File: src/rtl/mem_bus_arbiter.sv
// Two-master round-robin arbiter for the data-memory bus.
// Latched transactions, variable-wait slave, wait-timeout watchdog.
module mem_bus_arbiter #(
  parameter int ADDR_W  = 32,
  parameter int DATA_W  = 32,
  parameter int TIMEOUT = 16,
  parameter int CNT_W   = 8
) (
  input  logic              clk,
  input  logic              rst,
  input  logic              m0_req_i,
  input  logic              m0_we_i,
  input  logic [ADDR_W-1:0] m0_addr_i,
  input  logic [DATA_W-1:0] m0_wdata_i,
  output logic [DATA_W-1:0] m0_rdata_o,
  output logic              m0_ack_o,
  output logic              m0_err_o,
  input  logic              m1_req_i,
  input  logic              m1_we_i,
  input  logic [ADDR_W-1:0] m1_addr_i,
  input  logic [DATA_W-1:0] m1_wdata_i,
  output logic [DATA_W-1:0] m1_rdata_o,
  output logic              m1_ack_o,
  output logic              m1_err_o,
  output logic              mem_en_o,
  output logic              mem_we_o,
  output logic [ADDR_W-1:0] mem_addr_o,
  output logic [DATA_W-1:0] mem_wdata_o,
  input  logic [DATA_W-1:0] mem_rdata_i,
  input  logic              mem_ready_i,
  output logic              core_hold_o
);

  typedef enum logic [1:0] {
    S_IDLE,
    S_ACCESS,
    S_DONE
  } state_t;

  localparam logic [CNT_W-1:0] LP_LAST =
    CNT_W'((TIMEOUT > 0) ? TIMEOUT - 1 : 0);
  localparam logic [CNT_W-1:0] LP_MAX = '1;

  state_t            r_state;
  logic              r_last;
  logic              r_gnt;
  logic [CNT_W-1:0]  r_cnt;
  logic              r_en;
  logic              r_we;
  logic [ADDR_W-1:0] r_addr;
  logic [DATA_W-1:0] r_wdata;
  logic              r_m0_ack;
  logic              r_m0_err;
  logic [DATA_W-1:0] r_m0_rdata;
  logic              r_m1_ack;
  logic              r_m1_err;
  logic [DATA_W-1:0] r_m1_rdata;

  logic              w_any;
  logic              w_gnt1;
  logic              w_tmo;
  logic [DATA_W-1:0] w_rd;

  // Master 1 wins when alone, or on contention when master 0 went last.
  assign w_any  = m0_req_i | m1_req_i;
  assign w_gnt1 = m1_req_i & (~m0_req_i | ~r_last);
  assign w_tmo  = (TIMEOUT != 0) && (r_cnt == LP_LAST);
  assign w_rd   = r_we ? '0 : mem_rdata_i;

  // Arbitration FSM with registered slave and master outputs.
  always_ff @(posedge clk) begin
    if (rst) begin
      r_state    <= S_IDLE;
      r_last     <= 1'b1;
      r_gnt      <= 1'b0;
      r_cnt      <= '0;
      r_en       <= 1'b0;
      r_we       <= 1'b0;
      r_addr     <= '0;
      r_wdata    <= '0;
      r_m0_ack   <= 1'b0;
      r_m0_err   <= 1'b0;
      r_m0_rdata <= '0;
      r_m1_ack   <= 1'b0;
      r_m1_err   <= 1'b0;
      r_m1_rdata <= '0;
    end else begin
      r_m0_ack   <= 1'b0;
      r_m0_err   <= 1'b0;
      r_m0_rdata <= '0;
      r_m1_ack   <= 1'b0;
      r_m1_err   <= 1'b0;
      r_m1_rdata <= '0;
      unique case (r_state)
        S_IDLE: begin
          if (w_any) begin
            r_gnt   <= w_gnt1;
            r_last  <= w_gnt1;
            r_we    <= w_gnt1 ? m1_we_i : m0_we_i;
            r_addr  <= w_gnt1 ? m1_addr_i : m0_addr_i;
            r_wdata <= w_gnt1 ? m1_wdata_i : m0_wdata_i;
            r_en    <= 1'b1;
            r_cnt   <= '0;
            r_state <= S_ACCESS;
          end
        end
        S_ACCESS: begin
          if (mem_ready_i || w_tmo) begin
            r_en    <= 1'b0;
            r_state <= S_DONE;
            if (r_gnt) begin
              r_m1_ack   <= 1'b1;
              r_m1_err   <= ~mem_ready_i;
              r_m1_rdata <= mem_ready_i ? w_rd : '0;
            end else begin
              r_m0_ack   <= 1'b1;
              r_m0_err   <= ~mem_ready_i;
              r_m0_rdata <= mem_ready_i ? w_rd : '0;
            end
          end else if (r_cnt != LP_MAX) begin
            r_cnt <= r_cnt + CNT_W'(1);
          end
        end
        S_DONE: begin
          r_cnt   <= '0;
          r_state <= S_IDLE;
        end
        default: r_state <= S_IDLE;
      endcase
    end
  end

  assign mem_en_o    = r_en;
  assign mem_we_o    = r_we;
  assign mem_addr_o  = r_addr;
  assign mem_wdata_o = r_wdata;
  assign m0_ack_o    = r_m0_ack;
  assign m0_err_o    = r_m0_err;
  assign m0_rdata_o  = r_m0_rdata;
  assign m1_ack_o    = r_m1_ack;
  assign m1_err_o    = r_m1_err;
  assign m1_rdata_o  = r_m1_rdata;
  assign core_hold_o = m0_req_i & ~r_m0_ack;

endmodule

File: config.mk
export PLATFORM = sky130hd
export DESIGN_NAME = mem_bus_arbiter
export DESIGN_NICKNAME = d
export VERILOG_FILES = /design/src/rtl/mem_bus_arbiter.sv
export SDC_FILE = /design/constraint.sdc
export NUM_CORES = 1
export LEC_CHECK = 0
export CORE_MARGIN = 5
export CORE_UTILIZATION = 40
export CTS_BUF_LIST = sky130_fd_sc_hd__clkbuf_8
export DETAILED_ROUTE_END_ITERATION = 7
export PLACE_DENSITY_LB_ADDON = 0.12
export SLEW_MARGIN = 5
export SYNTH_ARGS = -nofsm -noshare
export SYNTH_HDL_FRONTEND = slang
export SYNTH_SLANG_ARGS = --single-unit
export TNS_END_PERCENT = 1
File: constraint.sdc
create_clock -name clk -period 1.93 [get_ports clk]
set_input_delay 0.2895 -clock clk [delete_from_list [all_inputs] [get_ports clk]]
set_output_delay 0.2895 -clock clk [all_outputs]
set_load 0.005 [all_outputs]
==> summary.txt, run 1 <==
GRT
  – First-pass GRT wire length: 25.7 mm
  – Initial antenna violation count: 0
  – Via count of the first global-routing pass: 4,874
  – GRT Resource Usage Total: 20.3%
  – GR Overflow Total: 0
  – Pin count of the biggest net entering global routing: 70

Synthesis
  – Proportion of synthesized area in mux cells: 12.1%
  – Post-synthesis simple-gate area fraction: 17.1%
  – Syn_nets: 691
  – Complex-gate fraction of the synthesized area: 12.3%
  – Largest family of logic cells by synthesized area: simple AND/OR/NAND/NOR gates
  – Sequential area share after synthesis: 54.3%
  – Number of unique standard cell types used by synthesis: 36
  – Post-synthesis share of cell area spent on xor and xnor gates: 0%
  – Flip-flop and latch count after synthesis: 146
  – Post-synthesis cell area: 5380 µm²
  – Area share of fa/ha/maj cells after synthesis: 0.233%
  – Total number of yosys warnings: 0
  – Number of instances in the synthesized netlist: 523
  – Post-synthesis average cell area: 10.3 µm²

Flow run
  – Max Cap Viol: 0

Critical path
  – CP Data Required Time: 2.30 ns
  – Startpoint types: register
  – Crit end category: register
  – Slowest library cell on the worst path: sky130_fd_sc_hd__nor3_4
  – Largest stage delay on the critical path: 0.81 ns
  – Cells on worst reg2reg path: 4
  – Series of cell instances along the critical path: nor4_4 -> a21oi_2 -> nor3_4 -> and3_1
  – Top cell family by delay on the critical path: simple AND/OR/NAND/NOR gates
  – Top fanout value on the critical path: 33
  – Crit path launch: r_cnt[7]$_SDFFE_PP0P_
  – Logic depth of the worst setup path including buffers: 4
  – Reg-to-reg startpoint: r_cnt[7]$_SDFFE_PP0P_
  – Total buffers and inverters traversed by the critical path: 0
  – CP Class: reg2reg
  – Endpoint arrival time on the critical path: 2.34 ns

STA
  – Slew @ Worst Pin: 0.986 ns
  – Final-report hold violation count: 0
  – Final worst-path setup slack: -0.0399 ns
  – Number of endpoints failing setup at the final stage: 32
  – Min cycle time layout: 1.97 ns
  – Max Slew Vio Count: 0
  – Highest attainable clock frequency: 508 MHz
  – RSZ-0062 raised after global routing: yes
  – Worst hold slack: 0.365 ns
  – Tightest slew margin relative to the limit: 34.1%
  – Post-route clock skew: 0.0121 ns
  – Sum Neg Setup Slack: -0.693 ns
  – Fraction of the cycle the final worst path needs: 102%

Layout
  – Register Area: 2930 µm²
  – Fill cells: 1,033
  – Combined area of the multi-input logic cells: 2280 µm²
  – Finished Core Util: 68.8%
  – Number of diodes: 0
  – Nets@finish: 986
  – Fraction of layout cells with a size suffix above 1: 8.06%
  – Area growth syn-to-layout: 68.6%

Hold path
  – Worst Min Path Start: rst
  – Worst min-delay path category: in2reg
  – Worst Hold Path Cells: 5

Floorplan
  – Count of boundary I/O pins: 302
  – Area enclosed by the die boundary: 15,900 µm²
  – Horizontal extent of the die: 126 µm
  – Number of placement rows: 42
  – Core region area: 13,200 µm²
  – Starting Density: 40.8%
  – Vert. Die Dim: 126 µm

Routing
  – Count of unresolved DRC violations after routing: 0
  – Router iterations before antenna repair: 5
  – Remaining number of nets flagged by the antenna check after routing: 0
  – Via total after detailed routing: 4,950
  – Total wire length after detailed routing: 16.8 mm
  – Wire length per cell after detailed routing: 16.7 µm
  – Drt initial violations: 253
  – Vias per cell: 4.92

Clock network
  – # H-tree levels: 4
  – Clock buffer count from CTS: 17
  – Maximum count of clock buffers along a single path: 2
  – Clock input transition at the sequential cells of the worst setup and hold paths: 0.08 ns
  – CTS tree: done
  – Clock tree root driver cell: sky130_fd_sc_hd__clkbuf_8
  – Number of clock sinks: 146
  – Insertion delay of the later-clocked pin in the worst-skew pair: 0.43 ns

Pwr
  – Clock share of power: 32.9%
  – Proportion of power drawn by flip-flops and latches: 47.1%
  – Power per standard cell area: 772 nW/µm²
  – Internal power of the cells: 5.22 mW
  – Net Switching: 1.78 mW
  – Share of total power in combinational logic: 20.1%
  – Sw Share: 25.5%
  – Maximum ir drop on the vdd rail: 309 µV
  – Total leakage power: 3.69 nW

Place
  – HPWL after detailed placement: 12.9 mm
  – Final RePlAce weighted congestion: 0.845
  – IO Port Bufs: 301

Outcome
  – Run status: finished with violations
  – Violated checks: setup timing
[synthesized netlist by cell type (all sizes together)]
library cell | number | area [µm²]
mux2i | 65 | 651
o21bai | 1 | 7.51
ha | 1 | 12.5
a21oi | 8 | 43.8
nor2b | 5 | 31.3
o21ai | 10 | 50.1
clkbuf | 19 | 71.3
dfxtp | 146 | 2920
o21ba | 1 | 10.0
o31ai | 2 | 20.0
a211oi | 66 | 495
or2 | 1 | 6.26
a22o | 1 | 8.76
nand4 | 2 | 12.5
buf | 25 | 140
and2 | 2 | 12.5
nor4 | 2 | 27.5
a21o | 1 | 7.51
o22ai | 1 | 12.5
a21boi | 1 | 7.51
or3 | 1 | 6.26
nand2 | 5 | 18.8
or4 | 1 | 7.51
and3 | 68 | 425
nand3 | 3 | 15.0
nor2 | 80 | 300
nand2b | 2 | 20.0
nor3 | 3 | 36.3
[placed cells by master (no fill, tap or decap), types with 2 or more instances in the layout]
cell type,n
sky130_fd_sc_hd__nand2_1,5
sky130_fd_sc_hd__buf_12,8
sky130_fd_sc_hd__mux2i_1,65
sky130_fd_sc_hd__clkbuf_8,18
sky130_fd_sc_hd__o21ai_0,2
sky130_fd_sc_hd__inv_6,2
sky130_fd_sc_hd__inv_1,2
sky130_fd_sc_hd__nand4_1,2
sky130_fd_sc_hd__nor2b_1,4
sky130_fd_sc_hd__clkinv_2,3
sky130_fd_sc_hd__clkdlybuf4s50_1,300
sky130_fd_sc_hd__nor2_1,80
sky130_fd_sc_hd__and3_1,67
sky130_fd_sc_hd__nand3_1,3
sky130_fd_sc_hd__a211oi_1,66
sky130_fd_sc_hd__o21ai_1,8
sky130_fd_sc_hd__and2_1,2
sky130_fd_sc_hd__dfxtp_2,5
sky130_fd_sc_hd__bufinv_16,2
sky130_fd_sc_hd__a21oi_1,7
sky130_fd_sc_hd__nor3_4,2
sky130_fd_sc_hd__buf_4,11
sky130_fd_sc_hd__dfxtp_1,141
sky130_fd_sc_hd__clkinvlp_4,4
[state kept, by name, summed over array words and instances, names as in the netlist, 2 cells and up]
name and count:
m1_rdata_o 32, mem_wdata_o 32, m0_rdata_o 32, r_cnt 8, mem_addr_o 32, r_state 2
[power groups by stage]
stage | registers [mW] | clock network (mW) | logic (mW)
after floorplan | 3.37 | 0 | 0.518
after global placement | 3.35 | 0 | 1.40
after detailed placement | 3.36 | 0 | 1.42
after CTS | 3.30 | 2.36 | 1.42
after global routing | 3.32 | 2.51 | 1.52
final | 3.30 | 2.30 | 1.41
[metrics by stage]
| stage | instance area (µm²) | cells | power (mW) | worst slack (ns) |
|---|---|---|---|---|
| 2_1_floorplan | 5380 | 523 | 3.89 | 0.241 |
| 3_3_place_gp | 8660 | 975 | 4.75 | -0.0378 |
| 3_5_place_dp | 8660 | 975 | 4.78 | -0.0881 |
| 4_1_cts | 9050 | 1007 | 7.08 | -0.0246 |
| 5_1_grt | 9070 | 1007 | 7.35 | -0.135 |
| 6_report | 9070 | 1007 | 7.01 | -0.0399 |
[worst reg2reg max path, cell delays in order, from the launching register on]
cell,delay [ns]
sky130_fd_sc_hd__dfxtp_2,0.35
sky130_fd_sc_hd__nor4_4,0.34
sky130_fd_sc_hd__a21oi_2,0.13
sky130_fd_sc_hd__nor3_4,0.81
sky130_fd_sc_hd__and3_1,0.29
[final cells by class]
class	instances	area share, %
clock buffers	18	2.73
clock inverters	14	1.53
multi-input cells	333	25.2
flip-flops and latches	146	32.3
well taps	176	2.43
repair buffers	320	35.8
[cell families after synthesis]
kind of cell    count (synthesis)
mux                            65
compound gates                 92
flops                         146
buf+inv                        44
fa+ha+maj                       1
simple gates                  175
[worst paths after layout]
check                                                 end  slack, ns
worst max-delay path            m0_rdata_o[28]$_SDFF_PP0_      -0.04
worst max register to register  m0_rdata_o[28]$_SDFF_PP0_      -0.04
worst min-delay path                r_cnt[4]$_SDFFE_PP0P_       0.36
worst min register to register      r_cnt[0]$_SDFFE_PP0P_       0.49
[timing repair]
action / CTS / global route
hold buffers: 0 / 0
pin swaps: 15 / 16
buffers inserted: 0 / 0
endpoints found under the setup margin: 32 / 33
gates resized for setup: 4 / 4
[per-layer routing]
layer / global-route usage [%] / vias to the layer above / part of all wire, %
met4: 8.01 / 0 / 2.0
met2: 34.4 / 236 / 49
li1: - / 2456 / -
met5: 0 / - / 0
met3: 9.44 / 22 / 11
met1: 22.2 / 2236 / 38
No activity file was read; power rests on OpenSTA's default activity.
==> inputs of run 2 (changes only) <==
ABC_CLOCK_PERIOD_IN_PS = 1700   (was unset)
CORE_UTILIZATION = 36   (was 40)
clock period = 1.7 ns   (was 1.93 ns; I/O delays follow)
==> summary.txt, run 2 (same netlist as run 1, synthesis figures left out) <==
Floorplan
  – Number of placement rows: 44
  – Core region area: 14,600 µm²
  – Starting Density: 36.9%
  – Vert. Die Dim: 132 µm
  – Horizontal extent of the die: 132 µm
  – Count of boundary I/O pins: 302
  – Area enclosed by the die boundary: 17,500 µm²

STA
  – Highest attainable clock frequency: 588 MHz
  – Worst hold slack: 0.330 ns
  – Fraction of the cycle the final worst path needs: 100%
  – Final worst-path setup slack: -0.00180 ns
  – Number of endpoints failing setup at the final stage: 2
  – Final-report hold violation count: 0
  – Tightest slew margin relative to the limit: 50.3%
  – Post-route clock skew: 0.0120 ns
  – Min cycle time layout: 1.70 ns
  – Max Slew Vio Count: 0
  – Slew @ Worst Pin: 0.745 ns
  – RSZ-0062 raised after global routing: yes

Pwr
  – Maximum ir drop on the vdd rail: 505 µV
  – Total leakage power: 3.82 nW
  – Sw Share: 26.6%
  – Internal power of the cells: 5.84 mW
  – Proportion of power drawn by flip-flops and latches: 47.1%
  – Clock share of power: 32.2%
  – Power per standard cell area: 860 nW/µm²
  – Net Switching: 2.11 mW
  – Share of total power in combinational logic: 20.8%

Routing
  – Via total after detailed routing: 5,013
  – Router iterations before antenna repair: 4
  – Vias per cell: 4.85
  – Remaining number of nets flagged by the antenna check after routing: 0
  – Wire length per cell after detailed routing: 17.3 µm
  – Total wire length after detailed routing: 17.9 mm
  – Count of unresolved DRC violations after routing: 0
  – Drt initial violations: 105

Layout
  – Commonest cells after routing, fill and taps aside: 297 x sky130_fd_sc_hd__clkdlybuf4s50_1, 142 x sky130_fd_sc_hd__dfxtp_1, 80 x sky130_fd_sc_hd__nor2_1
  – Fraction of layout cells with a size suffix above 1: 10.7%
  – Nets@finish: 1,006
  – Fill cells: 1,224
  – Number of diodes: 0
  – Combined area of the multi-input logic cells: 2330 µm²
  – Register Area: 2930 µm²
  – Area growth syn-to-layout: 72.0%
  – Leading cell type in the layout, fill and taps excluded: sky130_fd_sc_hd__clkdlybuf4s50_1

Hold path
  – Worst min-delay path category: in2reg

Flow run
  – Max Cap Viol: 0

Critical path
  – CP Class: reg2reg
  – Startpoint types: register
  – Top fanout value on the critical path: 34
  – CP Data Required Time: 2.02 ns
  – Endpoint arrival time on the critical path: 2.02 ns
  – Crit end category: register

Place
  – Worst setup slack after placement: -0.235 ns
  – HPWL after detailed placement: 13.9 mm
  – Final RePlAce weighted congestion: 0.825
  – IO Port Bufs: 301

GRT
  – GRT Resource Usage Total: 19.8%
  – GR Overflow Total: 0
  – Pin count of the biggest net entering global routing: 71
  – First-pass GRT wire length: 27.5 mm
  – Via count of the first global-routing pass: 5,143
  – Initial antenna violation count: 1

Clock network
  – CTS tree: done
  – Insertion delay of the later-clocked pin in the worst-skew pair: 0.43 ns
  – Clock tree root driver cell: sky130_fd_sc_hd__clkbuf_8
  – Maximum count of clock buffers along a single path: 2
  – Number of hold buffers added after cts: 0
  – Number of clock sinks: 146
  – # H-tree levels: 4
  – Clock input transition at the sequential cells of the worst setup and hold paths: 0.08 ns
  – Clock buffer count from CTS: 17

Outcome
  – Run status: finished with violations
  – Violated checks: setup timing
run 2: per-stage QoR:
step	instances	power, mW	util (%)	cell area (µm²)	TNS (ns)
4_1_cts	1031	8.04	62.9	9180	-0.773
2_1_floorplan	523	4.41	-	5380	0
5_1_grt	1034	8.36	63.4	9250	-1.87
3_5_place_dp	999	5.47	60.1	8760	-18.69
3_3_place_gp	999	5.43	60.1	8760	-14.91
6_report	1034	7.96	63.4	9250	-0.00214
run 2: path summary, 6_finish.rpt:
kind                                             startpoint                           to  slack, ns  cells past startpoint
worst max-delay path                  r_cnt[0]$_SDFFE_PP0P_     m1_rdata_o[3]$_SDFF_PP0_     -0.002                      7
worst min-delay path                                    rst          m0_err_o$_SDFF_PP0_       0.33                      4
worst max register to register        r_cnt[0]$_SDFFE_PP0P_     m1_rdata_o[3]$_SDFF_PP0_     -0.002                      7
worst min register to register  mem_wdata_o[0]$_SDFFE_PP0P_  mem_wdata_o[0]$_SDFFE_PP0P_       0.50                      2
run 2: power groups by stage:
| stage | Sequential (mW) | Combinational [mW] | Clock (mW) |
|---|---|---|---|
| after floorplan | 3.83 | 0.588 | 0 |
| after CTS | 3.75 | 1.66 | 2.64 |
| after global placement | 3.81 | 1.62 | 0 |
| after detailed placement | 3.82 | 1.65 | 0 |
| final | 3.74 | 1.65 | 2.56 |
| after global routing | 3.77 | 1.78 | 2.80 |
run 2: per-layer routing:
metal	wire length, µm	part of all wire, %	GRT usage (%)	vias up
met1	6950	39	21.8	2252
met5	11	0.061	0	-
met3	1700	9.5	8.47	28
met2	8870	50	34.3	235
li1	-	-	-	2496
met4	353	2.0	6.84	2
run 2: cell type report:
| type | count | share of cell area [%] |
|---|---|---|
| timing repair buffer | 339 | 36.6 |
| tap | 184 | 2.49 |
| multi-input combinational | 334 | 25.2 |
| sequential | 146 | 31.6 |
| clock inverter | 13 | 1.35 |
| clock buffer | 18 | 2.68 |
run 2: worst max-delay path, stage by stage (launching register included):
cell and delay, ns:
sky130_fd_sc_hd__dfxtp_2 0.34, sky130_fd_sc_hd__ha_4 0.16, sky130_fd_sc_hd__and3_4 0.19, sky130_fd_sc_hd__buf_4 0.15, sky130_fd_sc_hd__a21o_1 0.22, sky130_fd_sc_hd__and3_4 0.19
sky130_fd_sc_hd__buf_12 0.15, sky130_fd_sc_hd__and3_1 0.19
run 2: what timing repair did:
item	CTS	global route
buffers inserted	0	3
cloned	1	0
pin swaps	9	8
endpoints found under the setup margin	69	70
resized for setup	8	11
